<file path="src/rtl/eth_tx_arbiter_if.sv">
// Channel-side and GMII-side signal bundle for eth_tx_arbiter.
// master = frame builders / output stage, slave = the arbiter.
interface eth_tx_arbiter_if #(
  parameter int NUM_CH = 3,
  parameter int DATA_W = 8
);
  localparam int CW = (NUM_CH > 1) ? $clog2(NUM_CH) : 1;

  logic [NUM_CH-1:0]        ch_req;
  logic [NUM_CH-1:0]        ch_done;
  logic [NUM_CH-1:0]        ch_tx_en;
  logic [NUM_CH*DATA_W-1:0] ch_txd;
  logic [NUM_CH-1:0]        ch_gnt;
  logic                     gmii_txd_valid;
  logic [DATA_W-1:0]        gmii_txd_data;
  logic                     busy;
  logic [CW-1:0]            active_ch;
  logic                     timeout_err;

  modport master (
    output ch_req, ch_done, ch_tx_en, ch_txd,
    input  ch_gnt, gmii_txd_valid, gmii_txd_data, busy, active_ch, timeout_err
  );

  modport slave (
    input  ch_req, ch_done, ch_tx_en, ch_txd,
    output ch_gnt, gmii_txd_valid, gmii_txd_data, busy, active_ch, timeout_err
  );
endinterface

</file>
<file path="src/rtl/eth_tx_arbiter.sv">
// GMII transmit arbiter: one grant at a time, registered data path, inter-frame gap, watchdog.
// Define ETH_TX_RR_EN for round-robin selection; otherwise fixed priority (channel 0 highest).
module eth_tx_arbiter #(
  parameter int NUM_CH     = 3,
  parameter int DATA_W     = 8,
  parameter int IFG_CYCLES = 12,
  parameter int MAX_CYC    = 2048
) (
  input  logic            i_clk,
  input  logic            i_resetn,
  eth_tx_arbiter_if.slave io_bus
);
  localparam int CW    = (NUM_CH > 1) ? $clog2(NUM_CH) : 1;
  localparam int WD_W  = (MAX_CYC > 1) ? $clog2(MAX_CYC + 1) : 1;
  localparam int IFG_W = (IFG_CYCLES > 0) ? $clog2(IFG_CYCLES + 1) : 1;

  localparam logic [WD_W-1:0]  WD_LAST  = WD_W'(MAX_CYC - 1);
  localparam logic [IFG_W-1:0] GAP_LAST = (IFG_CYCLES > 0) ? IFG_W'(IFG_CYCLES - 1) : '0;

  localparam logic [1:0] S_IDLE   = 2'd0;
  localparam logic [1:0] S_ACTIVE = 2'd1;
  localparam logic [1:0] S_GAP    = 2'd2;
  // A zero-length gap skips GAP entirely so the next grant can follow two cycles after done.
  localparam logic [1:0] S_AFTER  = (IFG_CYCLES == 0) ? S_IDLE : S_GAP;

  logic [1:0]        r_state;
  logic [NUM_CH-1:0] r_gnt;
  logic [CW-1:0]     r_activeCh;
  logic [WD_W-1:0]   r_wdCnt;
  logic [IFG_W-1:0]  r_gapCnt;
  logic              r_txValid;
  logic [DATA_W-1:0] r_txData;
  logic              r_timeoutErr;
`ifdef ETH_TX_RR_EN
  logic [CW-1:0]     r_rrPtr;
`endif

  logic              w_anyReq;
  logic [CW-1:0]     w_winner;
  logic              w_selDone;
  logic              w_selEn;
  logic [DATA_W-1:0] w_selData;
  logic              w_expire;

  assign w_anyReq = |io_bus.ch_req;
  assign w_expire = (r_wdCnt == WD_LAST);

`ifdef ETH_TX_RR_EN
  // Scan outward from the pointer; the smallest rotated distance wins.
  always_comb begin
    w_winner = '0;
    for (int k = NUM_CH - 1; k >= 0; k--) begin
      for (int j = 0; j < NUM_CH; j++) begin
        if (((int'(r_rrPtr) + k) == j) || ((int'(r_rrPtr) + k) == (j + NUM_CH))) begin
          if (io_bus.ch_req[j]) w_winner = CW'(j);
        end
      end
    end
  end
`else
  always_comb begin
    w_winner = '0;
    for (int k = NUM_CH - 1; k >= 0; k--) begin
      if (io_bus.ch_req[k]) w_winner = CW'(k);
    end
  end
`endif

  always_comb begin
    w_selDone = 1'b0;
    w_selEn   = 1'b0;
    w_selData = '0;
    for (int k = 0; k < NUM_CH; k++) begin
      if (r_activeCh == CW'(k)) begin
        w_selDone = io_bus.ch_done[k];
        w_selEn   = io_bus.ch_tx_en[k];
        w_selData = io_bus.ch_txd[k*DATA_W +: DATA_W];
      end
    end
  end

  always_ff @(posedge i_clk or negedge i_resetn) begin
    if (!i_resetn) begin
      r_state      <= S_IDLE;
      r_gnt        <= '0;
      r_activeCh   <= '0;
      r_wdCnt      <= '0;
      r_gapCnt     <= '0;
      r_txValid    <= 1'b0;
      r_txData     <= '0;
      r_timeoutErr <= 1'b0;
`ifdef ETH_TX_RR_EN
      r_rrPtr      <= '0;
`endif
    end else begin
      r_timeoutErr <= 1'b0;
      r_txValid    <= 1'b0;
      r_txData     <= '0;
      case (r_state)
        S_IDLE: begin
          if (w_anyReq) begin
            r_state    <= S_ACTIVE;
            r_gnt      <= NUM_CH'(1) << w_winner;
            r_activeCh <= w_winner;
            r_wdCnt    <= '0;
`ifdef ETH_TX_RR_EN
            r_rrPtr    <= (w_winner == CW'(NUM_CH - 1)) ? '0 : w_winner + 1'b1;
`endif
          end
        end
        S_ACTIVE: begin
          r_txValid <= w_selEn;
          r_txData  <= w_selData;
          r_wdCnt   <= r_wdCnt + 1'b1;
          // Done takes precedence over a simultaneous watchdog expiry.
          if (w_selDone || w_expire) begin
            r_gnt        <= '0;
            r_state      <= S_AFTER;
            r_gapCnt     <= '0;
            r_timeoutErr <= !w_selDone;
          end
        end
        S_GAP: begin
          if (r_gapCnt == GAP_LAST) r_state <= S_IDLE;
          else                      r_gapCnt <= r_gapCnt + 1'b1;
        end
        default: r_state <= S_IDLE;
      endcase
    end
  end

  assign io_bus.ch_gnt         = r_gnt;
  assign io_bus.gmii_txd_valid = r_txValid;
  assign io_bus.gmii_txd_data  = r_txData;
  assign io_bus.busy           = (r_state != S_IDLE);
  assign io_bus.active_ch      = r_activeCh;
  assign io_bus.timeout_err    = r_timeoutErr;
endmodule

</file>
<file path="src/flat_wrapper.sv">
// flat-port wrapper written by rule: the top's interface ports become plain ports
module eth_tx_arbiter_flat 
#(
  parameter int NUM_CH     = 3,
  parameter int DATA_W     = 8,
  parameter int IFG_CYCLES = 12,
  parameter int MAX_CYC    = 2048
)
  (i_clk, i_resetn, io_bus_ch_req, io_bus_ch_done, io_bus_ch_tx_en, io_bus_ch_txd, io_bus_ch_gnt, io_bus_gmii_txd_valid, io_bus_gmii_txd_data, io_bus_busy, io_bus_active_ch, io_bus_timeout_err);
  eth_tx_arbiter_if #(.NUM_CH(NUM_CH), .DATA_W(DATA_W)) io_bus_i ();
  input  logic i_clk;
  input  logic i_resetn;
  input wire logic [$bits(io_bus_i.ch_req)-1:0] io_bus_ch_req;
  input wire logic [$bits(io_bus_i.ch_done)-1:0] io_bus_ch_done;
  input wire logic [$bits(io_bus_i.ch_tx_en)-1:0] io_bus_ch_tx_en;
  input wire logic [$bits(io_bus_i.ch_txd)-1:0] io_bus_ch_txd;
  output wire logic [$bits(io_bus_i.ch_gnt)-1:0] io_bus_ch_gnt;
  output wire logic [$bits(io_bus_i.gmii_txd_valid)-1:0] io_bus_gmii_txd_valid;
  output wire logic [$bits(io_bus_i.gmii_txd_data)-1:0] io_bus_gmii_txd_data;
  output wire logic [$bits(io_bus_i.busy)-1:0] io_bus_busy;
  output wire logic [$bits(io_bus_i.active_ch)-1:0] io_bus_active_ch;
  output wire logic [$bits(io_bus_i.timeout_err)-1:0] io_bus_timeout_err;
  assign io_bus_i.ch_req = io_bus_ch_req;
  assign io_bus_i.ch_done = io_bus_ch_done;
  assign io_bus_i.ch_tx_en = io_bus_ch_tx_en;
  assign io_bus_i.ch_txd = io_bus_ch_txd;
  assign io_bus_ch_gnt = io_bus_i.ch_gnt;
  assign io_bus_gmii_txd_valid = io_bus_i.gmii_txd_valid;
  assign io_bus_gmii_txd_data = io_bus_i.gmii_txd_data;
  assign io_bus_busy = io_bus_i.busy;
  assign io_bus_active_ch = io_bus_i.active_ch;
  assign io_bus_timeout_err = io_bus_i.timeout_err;
  eth_tx_arbiter #(.NUM_CH(NUM_CH), .DATA_W(DATA_W), .IFG_CYCLES(IFG_CYCLES), .MAX_CYC(MAX_CYC)) u_core (.i_clk(i_clk), .i_resetn(i_resetn), .io_bus(io_bus_i));
endmodule
</file>
<file path="config.mk">
export PLATFORM = sky130hd
export DESIGN_NAME = eth_tx_arbiter_flat
export DESIGN_NICKNAME = d
export VERILOG_FILES = /design/src/rtl/eth_tx_arbiter_if.sv /design/src/rtl/eth_tx_arbiter.sv /design/src/flat_wrapper.sv
export SDC_FILE = /design/constraint.sdc
export NUM_CORES = 1
export LEC_CHECK = 0
export CORE_UTILIZATION = 48
export CTS_CLUSTER_SIZE = 8
export DETAILED_ROUTE_END_ITERATION = 7
export PLACE_DENSITY = 0.8
export RECOVER_POWER = 50
export REMOVE_ABC_BUFFERS = 1
export SETUP_SLACK_MARGIN = 0.4
export SLEW_MARGIN = 25
export SYNTH_ARGS = -nofsm -noshare
export SYNTH_HDL_FRONTEND = slang
export SYNTH_SLANG_ARGS = --single-unit
</file>
<file path="constraint.sdc">
create_clock -name i_clk -period 2.5 [get_ports i_clk]
set_clock_uncertainty 0.1 [all_clocks]
set_input_delay 0.25 -clock i_clk [delete_from_list [all_inputs] [get_ports i_clk]]
set_output_delay 0.25 -clock i_clk [all_outputs]
set_load 0.005 [all_outputs]
</file>
==> reports/results.tsv <==
metric	value	unit
grt_overflow	0	
antenna_left	0	
critical_path.endpoint_type	primary output	
grt_usage	0.2294	
gp_congestion	0.8595	
postCtsSetupRepairBufs	0	
fmax	473.9	MHz
yosys_warnings	0	
yosysTopAreaCell	dfrtp_1	
period_share	0.8440	
diodes	0	
wl_per_cell	14.27	um
finalSetupViolCount	0	
fillers	287	
syn_area	1836	um^2
cap_violations	0	
path_clk_slew	0.07	ns
hpwl	3117	um
die_y	63.84	um
p_per_area	912.8	nW/um^2
dr.pass1.iters	4	
grt_pass1_vias	1603	
clkSinkCount	33	
ys_seq_area_frac	0.4499	
cts.htree.levels	2	
cts-hold-fix-buffers	0	
numCtsBuffers	5	
syn-instance-count	186	
vias_per_cell	5.498	
fin_ws	0.3900	ns
dieWidth	63.84	um
cts_tree	built	
synth_most_common_cell	dfrtp_1	
rsz0062_at_grt	true	
post-route-min-period	2.110	ns
fin_tns_setup	0	ns
drc	0	
die_area	4076	um^2
rows	22	
synth_common_cells	dfrtp_1 (33), o21ai_0 (18), nand2_1 (17)	
drt_iter0_drc	80	
synth_area_leaders	dfrtp_1 (45%), mux2i_1 (6.5%), o21ai_0 (4.9%)	
vias	1578	
cp_max_fo	9	
ys.flop_type	dfrtp_1	
nets	279	
status	finished clean	
startpoint_type	flop	
leakagePower	1.047	nW
worstPathArrival	1.76	ns
drt-total-wl	4096	um
pre_cts_ws	0.4499	ns
start_util	0.5014	
io_buffers	50	
root_buffer	clkbuf_8	
yosysTopAreaCellShare	0.4499	
cts_buffer_depth	2	
grt_start_max_net_pins	34	
synth_area_per_cell	9.868	um^2
grt_first_pass_wirelength	7176	um
final_layout_size_suffix_gt1_frac	0.08368	
core	3661	um^2
rr_worst_depth	6	
hold_violations	0	
synth_cell_types	46	
clock_latency	0.28	ns
async_flop_share	1.000	
antenna_found_initial	0	
worstMarginPinSlew	0.6138	ns
ios	51	
worstSetupPathType	flop to primary output	
synth-seq-cells	33	
worstHoldPathType	input port to async pin	
synthToLayoutAreaGrowth	34.90	%
ir_worst_vdd	0.6194	mV
synth_edf_count	0	
cp.required	2.15	ns
finalMaxSlewViolations	0	
max_slew_margin	0.5900	
-- layer usage --
layer  routed length, um  GRT usage
met5                   0          0
met4                  45     0.1108
met3                 102    0.04464
met2                2126     0.3896
met1                1822     0.2771
-- timing repair --
action	CTS	global route
cloned	0	0
endpoints found under the setup margin	1	5
gates resized for setup	1	2
-- layout make-up --
cell class              count  area [um^2]  share of cell area
multi-input cells         133        920.9              0.3719
flip-flops and latches     33        825.8              0.3335
repair buffers             56        545.5              0.2203
clock buffers               7        86.33             0.03487
well taps                  48        60.06             0.02425
inverters                  10        37.54             0.01516
-- stage by stage --
step           instances    util  hold slack [ns]  total power [mW]  area, um^2
6_report             287  0.6764           0.3413             2.260        2476
5_1_grt              287  0.6764           0.3755             2.438        2476
4_1_cts              287  0.6764           0.2815             2.303        2476
3_5_place_dp         280  0.6521           0.4052             1.887        2387
3_3_place_gp         280  0.6521           0.3939             1.864        2387
2_1_floorplan        176       -          -0.1456             1.395        1782
-- path summary, 6_finish.rpt --
path | start | to | slack [ns]
min in group i_clk | u_core.io_bus.ch_gnt[1] | u_core.io_bus.ch_gnt[1] | 0.41
min | i_resetn | u_core.r_gapCnt[1] | 0.34
max reg2reg | u_core.r_state[0] | u_core.r_wdCnt[11] | 0.42
max | u_core.r_state[0] | io_bus_busy | 0.39
max in group asynchronous | i_resetn | u_core.r_state[1] | 1.66
min reg2reg | u_core.io_bus.ch_gnt[1] | u_core.io_bus.ch_gnt[1] | 0.41
-- state kept, by name (all words and copies together) (netlist names) --
register and count:
u_core.r_state 2, u_core.io_bus.gmii_txd_valid 1, u_core.r_gapCnt 4, u_core.io_bus.timeout_err 1, u_core.io_bus.gmii_txd_data 8, u_core.r_wdCnt 12, u_core.io_bus.active_ch 2, u_core.io_bus.ch_gnt 3
-- placed cells by master (no fill, tap or decap), types with 2 or more instances in the layout --
master / instances
clkdlybuf4s50_1: 43
dfrtp_1: 33
o21ai_0: 18
nand2_1: 17
mux2i_1: 12
inv_1: 10
and2_1: 9
nor2_1: 8
dlygate4sd3_1: 7
a21oi_1: 6
clkbuf_8: 6
buf_4: 6
xnor2_1: 5
or3_1: 5
nand3_1: 4
nor4_1: 4
ha_1: 4
nand4_1: 3
a32o_1: 3
nor2b_1: 2
nand3b_1: 2
or2_2: 2
and4_1: 2
o221ai_1: 2
a22oi_1: 2
o2bb2ai_1: 2
-- critical path: stages (launching register included) --
cell	delay, ns
dfrtp_1	0.38
inv_1	0.10
ha_1	0.36
inv_1	0.17
clkdlybuf4s50_1	0.48
-- cell families (layout without fill, tap and decap cells) --
kind of cell	after synthesis	count (layout)	share of synthesized area
simple gates	65	65	0.2093
compound gates	44	44	0.1568
flops	33	33	0.4499
buf+inv	20	73	0.04976
mux	13	13	0.07158
xor+xnor	6	6	0.02863
fa+ha+maj	5	5	0.03408
-- where the power goes --
part           internal, mW  switching [mW]  total (mW)
logic                 0.569           0.521        1.09
registers             0.676          0.0976       0.774
clock network         0.218           0.178       0.396
total                  1.46           0.796        2.26
Note: power is estimated with default switching activity, not from simulation.
